--- config.mk ---
export PLATFORM = sky130hd
export DESIGN_NAME = divider_seq
export DESIGN_NICKNAME = d
export VERILOG_FILES = /design/src/rtl/divider_seq.sv
export SDC_FILE = /design/constraint.sdc
export NUM_CORES = 1
export LEC_CHECK = 0
export CORE_MARGIN = 5
export CORE_UTILIZATION = 45
export CTS_CLUSTER_SIZE = 30
export DETAILED_ROUTE_END_ITERATION = 12
export PLACE_DENSITY = 0.78
export SYNTH_ARGS = -nofsm -noshare
export SYNTH_HDL_FRONTEND = slang
export SYNTH_SLANG_ARGS = --single-unit
--- constraint.sdc ---
create_clock -name clk -period 3.04 [get_ports clk]
set_input_delay 0.608 -clock clk [delete_from_list [all_inputs] [get_ports clk]]
set_output_delay 0.608 -clock clk [all_outputs]
set_load 0.02 [all_outputs]
--- src/rtl/divider_seq.sv ---
// divider_seq: radix-2 restoring integer divider that produces one quotient
// bit per clock, in signed or unsigned mode, with divide-by-zero detection.
//
// Ports
//   clk, rst            clock; synchronous active-high reset
//   in_valid/in_ready   operand handshake (a, b, sgn sampled on accept)
//   a, b                dividend / divisor, WIDTH bits
//   sgn                 1 = two's-complement signed, 0 = unsigned
//   out_valid/out_ready result handshake
//   q, r                registered quotient / remainder
//   div_zero            result came from a zero divisor
//   busy                an operation is in flight
//
// State | Meaning
// ------+----------------------------------------------------------
// IDLE  | waiting for operands, in_ready high
// CALC  | WIDTH restoring iterations, one quotient bit per cycle
// FIXUP | apply operand signs to quotient and remainder
// DONE  | result presented, waiting for out_ready
module divider_seq #(
    parameter int WIDTH = 32
) (
    input  logic             clk,
    input  logic             rst,
    input  logic             in_valid,
    output logic             in_ready,
    input  logic [WIDTH-1:0] a,
    input  logic [WIDTH-1:0] b,
    input  logic             sgn,
    output logic             out_valid,
    input  logic             out_ready,
    output logic [WIDTH-1:0] q,
    output logic [WIDTH-1:0] r,
    output logic             div_zero,
    output logic             busy
);

    localparam int CW = $clog2(WIDTH) + 1;
    localparam logic [CW-1:0] LAST_ITER = CW'(WIDTH - 1);

    typedef enum logic [1:0] {
        S_IDLE,
        S_CALC,
        S_FIXUP,
        S_DONE
    } state_t;

    state_t           state_q, state_d;
    logic [CW-1:0]    cnt_q, cnt_d;
    logic [WIDTH-1:0] p_q, p_d;
    logic [WIDTH-1:0] d_q, d_d;
    logic [WIDTH-1:0] bmag_q, bmag_d;
    logic             sa_q, sa_d;
    logic             sb_q, sb_d;
    logic [WIDTH-1:0] q_q, q_d;
    logic [WIDTH-1:0] r_q, r_d;
    logic             dz_q, dz_d;

    logic             accept;
    logic             b_zero;
    logic             a_neg, b_neg;
    logic [WIDTH-1:0] a_mag, b_mag;
    logic [WIDTH:0]   p_shift;
    logic [WIDTH-1:0] p_sub;
    logic             take;

    assign accept = in_valid && in_ready;
    assign b_zero = (b == '0);

    // State register and datapath flops
    always_ff @(posedge clk) begin
        if (rst) begin
            state_q <= S_IDLE;
            cnt_q   <= '0;
            p_q     <= '0;
            d_q     <= '0;
            bmag_q  <= '0;
            sa_q    <= 1'b0;
            sb_q    <= 1'b0;
            q_q     <= '0;
            r_q     <= '0;
            dz_q    <= 1'b0;
        end else begin
            state_q <= state_d;
            cnt_q   <= cnt_d;
            p_q     <= p_d;
            d_q     <= d_d;
            bmag_q  <= bmag_d;
            sa_q    <= sa_d;
            sb_q    <= sb_d;
            q_q     <= q_d;
            r_q     <= r_d;
            dz_q    <= dz_d;
        end
    end

    // Next-state logic
    always_comb begin
        state_d = state_q;
        case (state_q)
            S_IDLE:  if (accept) state_d = b_zero ? S_DONE : S_CALC;
            S_CALC:  if (cnt_q == LAST_ITER) state_d = S_FIXUP;
            S_FIXUP: state_d = S_DONE;
            S_DONE:  if (out_ready) state_d = S_IDLE;
            default: state_d = S_IDLE;
        endcase
    end

    // Datapath
    always_comb begin
        cnt_d  = cnt_q;
        p_d    = p_q;
        d_d    = d_q;
        bmag_d = bmag_q;
        sa_d   = sa_q;
        sb_d   = sb_q;
        q_d    = q_q;
        r_d    = r_q;
        dz_d   = dz_q;

        a_neg = sgn & a[WIDTH-1];
        b_neg = sgn & b[WIDTH-1];
        a_mag = a_neg ? -a : a;
        b_mag = b_neg ? -b : b;

        // The stored partial remainder is always below |b|, so it fits in
        // WIDTH bits; only the shifted trial value needs the extra bit.
        p_shift = {p_q, d_q[WIDTH-1]};
        take    = (p_shift >= {1'b0, bmag_q});
        p_sub   = p_shift[WIDTH-1:0] - bmag_q;

        case (state_q)
            S_IDLE: begin
                if (accept) begin
                    if (b_zero) begin
                        q_d  = '1;
                        r_d  = a;
                        dz_d = 1'b1;
                    end else begin
                        sa_d   = a_neg;
                        sb_d   = b_neg;
                        bmag_d = b_mag;
                        d_d    = a_mag;
                        p_d    = '0;
                        cnt_d  = '0;
                    end
                end
            end
            S_CALC: begin
                // The dividend shifts out of d_q's MSB while quotient bits
                // fill its LSB, so d_q holds |q| after the last iteration.
                p_d   = take ? p_sub : p_shift[WIDTH-1:0];
                d_d   = {d_q[WIDTH-2:0], take};
                cnt_d = cnt_q + CW'(1);
            end
            S_FIXUP: begin
                q_d  = (sa_q ^ sb_q) ? -d_q : d_q;
                r_d  = sa_q ? -p_q : p_q;
                dz_d = 1'b0;
            end
            default: ;
        endcase
    end

    // Outputs
    always_comb begin
        in_ready  = (state_q == S_IDLE) && !rst;
        out_valid = (state_q == S_DONE);
        busy      = (state_q != S_IDLE);
    end

    assign q        = q_q;
    assign r        = r_q;
    assign div_zero = dz_q;

endmodule
==> flow_summary.yaml <==
run_status:
  status: "finished clean"
yosys:
  ys_async_sr_fraction_pct: 0
  synth-seq-area-share_pct: 29.7
  synth_edf_count: 0
  ys_types: 69
  synth_nets: 1621
  synthFlopType: "dfxtp_1"
  ys_ff_latch: 171
  syn_area_sq_um: 11500
  yosys_warnings: 0
  syn_avg_cell_area_sq_um: 7.63
  syn_inst: 1509
timing:
  slew_viol_final: 0
  finalSetupViolCount: 0
  fin_skew_ps: 14.9
  fin_crit_ps: 2950
  tightest_slew_ps: 926
  finalHoldViolCount: 0
  tns_ps: 0
  clock.fmax_mhz: 339
  period_share_pct: 97.1
  slew_headroom_pct: 38.3
routing:
  detail_route.wl_per_cell_microns: 18.5
  via_per_inst: 5.98
  drc: 0
  routed_wl_microns: 38700
  drt-initial-drc-count: 1070
  postRouteAntennaNets: 0
  vias: 12512
  firstDrtPassIters: 5
cells_and_area:
  area_growth_pct: 32.3
  final-seq-area_sq_um: 3420
  layout_common_cells: "buf_4, dfxtp_1, nand2_1, nor2_1, clkdlybuf4s50_1"
  finalNonFillerCells: 2092
  nNetsFinal: 1861
  diodes: 0
  drive_gt1_share_pct: 15.2
  nFillCells: 2144
  final_common_cell: "buf_4"
  multi_input_area_sq_um: 7580
power:
  comb_power_share_pct: 59.4
  p_switching_uw: 5770
  ir_drop_mv: 0.679
  pwr-share-clk_pct: 17.7
  p_sw_share_pct: 45.3
  power_frac_seq_pct: 22.9
  intPower_uw: 6970
  power_leakage_uw: 0.00591
  p_per_area_nw_per_um2: 836
floorplan:
  core_sq_um: 25200
  rows: 58
  ios: 137
  die_w_microns: 170
  start_util_pct: 45.7
  die_area_sq_um: 28900
  fp.dieH_microns: 170
setup_path:
  crit_buf_inv: 3
  critPathKind: "in -> reg"
  endpoint_kind: "flip-flop"
  required_ps: 3350
  crit_path_frequent_cell: "or4_4"
  critPathMaxStageDelay_ps: 540
  cp-start-kind: "input pin"
  critPathSlowestCell: "or4_4"
  critPathTopFamily: "simple AND/OR/NAND/NOR gates"
  crit_chain: "dlymetal6s2s_1 -> or4_4 -> or3_4 -> buf_6 -> or4_4 -> o31ai_4 -> nor2_4 -> buf_12 -> nand2_2 -> o31a_1 -> o21ai_1"
  crit_fanout: 7
  arrival_ps: 3260
job:
  drv_cap: 0
grt:
  grt-ovfl-total: 0
  grt_max_degree: 83
  antenna_found_initial: 0
  grt_pass1_vias: 11516
  grt_usage_pct: 24.9
  grt_first_pass_wirelength_microns: 58900
cts:
  clock-root-buffer: "clkbuf_16"
  htree_levels: 4
  cts_tree: "done"
  clk_pin_slew_ps: 70
  clkLatencyLatePin_ps: 440
  cts.path.max_buffers: 2
  numCtsBuffers: 17
  cts.sinks: 171
min_path:
  hold_class: "reg -> reg"
place:
  placed_cells: 2050
  gp_congestion: 0.974
  port_buffers: 136
  hpwl_microns: 29200
[through the flow]
step / total power, uW / worst slack (ps) / cell area (sq um) / utilization [%] / hold WS [ps]
floorplan: 7350 / 23.3 / 11500 / - / 432
global placement: 9990 / -487 / 14300 / 56.9 / 445
detailed placement: 10100 / -515 / 14300 / 56.9 / 452
CTS: 12400 / -1.46 / 14900 / 59.4 / 465
global route: 13400 / -25.9 / 15200 / 60.5 / 488
finish: 12700 / 87.5 / 15200 / 60.5 / 461
[layout make-up]
cell class | count | share of cell area [%]
multi-input combinational | 1170 | 49.8
sequential | 171 | 22.5
tap | 330 | 2.71
clock inverter | 14 | 1.08
timing repair buffer | 323 | 19.5
clock buffer | 18 | 2.88
inverter | 66 | 1.63
[cell usage after synthesis (5+ instances only)]
cell	instances	area share, %
or3_1	18	0.98
dfxtp_1	171	30
nor3_1	41	1.8
a311oi_1	30	2.3
o21ai_1	6	0.26
xor2_1	77	5.9
and3_1	7	0.38
a32oi_1	13	0.99
xnor2_1	65	4.9
a21oi_1	113	4.9
inv_1	66	2.2
nand4_1	14	0.76
nand3_1	26	1.1
o31ai_1	31	2.0
o21a_1	5	0.33
a22oi_1	10	0.65
a211oi_1	55	3.6
or4_1	16	1.0
nor2_1	163	5.3
ha_1	42	4.6
buf_4	8	0.52
o211ai_1	51	3.3
o31a_1	10	0.76
buf_2	15	0.65
a21o_1	19	1.2
nor2b_1	8	0.43
clkbuf_1	74	2.4
nand2b_1	6	0.33
nand2_1	171	5.6
a31oi_1	12	0.65
o22ai_1	10	0.54
nor4_1	14	0.76
o41ai_1	15	1.1
o21ai_0	54	2.3
a2111oi_0	5	0.38
[power groups by stage]
stage	Clock, uW	Sequential [uW]	Combinational [uW]
global route	2370	2960	8100
global placement	0	2940	7050
finish	2260	2910	7560
floorplan	0	3060	4290
CTS	2280	2910	7210
detailed placement	0	2960	7150
[state kept, by name (all words and copies together) (netlist names), 2 cells and up]
signal,flops
state_q,2
r,32
bmag_q,32
q,32
d_q,32
cnt_q,6
p_q,32
[cells by family after synthesis]
kind of cell	share of synthesized area [%]
compound gates	28.7
xor+xnor	10.8
fa+ha+maj	4.74
buf+inv	5.97
flops	29.7
mux	0.0870
simple gates	19.9
[routing by layer]
layer  part of all wire, %  wire [microns]  track usage [%]
met5                     0               0                0
met4                   3.9            1510             10.4
met3                   6.6            2560             3.46
met2                    49           18800             43.0
met1                    41           15800             31.1
[worst min-delay path, cell delays in order, from the launching register on]
cell     delay, ps
dfxtp_1        320
nand2_1         50
a21oi_1         50
[final timing paths]
kind	startpoint	to	slack, ps	cells after the start
setup / recovery	b[24]	p_q[26]	90	11
hold / removal	r[4]	r[4]	460	2
setup reg to reg	bmag_q[4]	p_q[0]	140	11
hold reg to reg	r[4]	r[4]	460	2
[what timing repair did]
| action | in CTS | in global routing |
|---|---|---|
| setup endpoints to repair | 60 | 148 |
| pin swaps | 3 | 12 |
| setup buffers | 1 | 5 |
| gates resized for setup | 3 | 35 |
| cloned | 0 | 4 |
| hold buffers | 0 | 0 |
(Power assumes the default switching activity.)
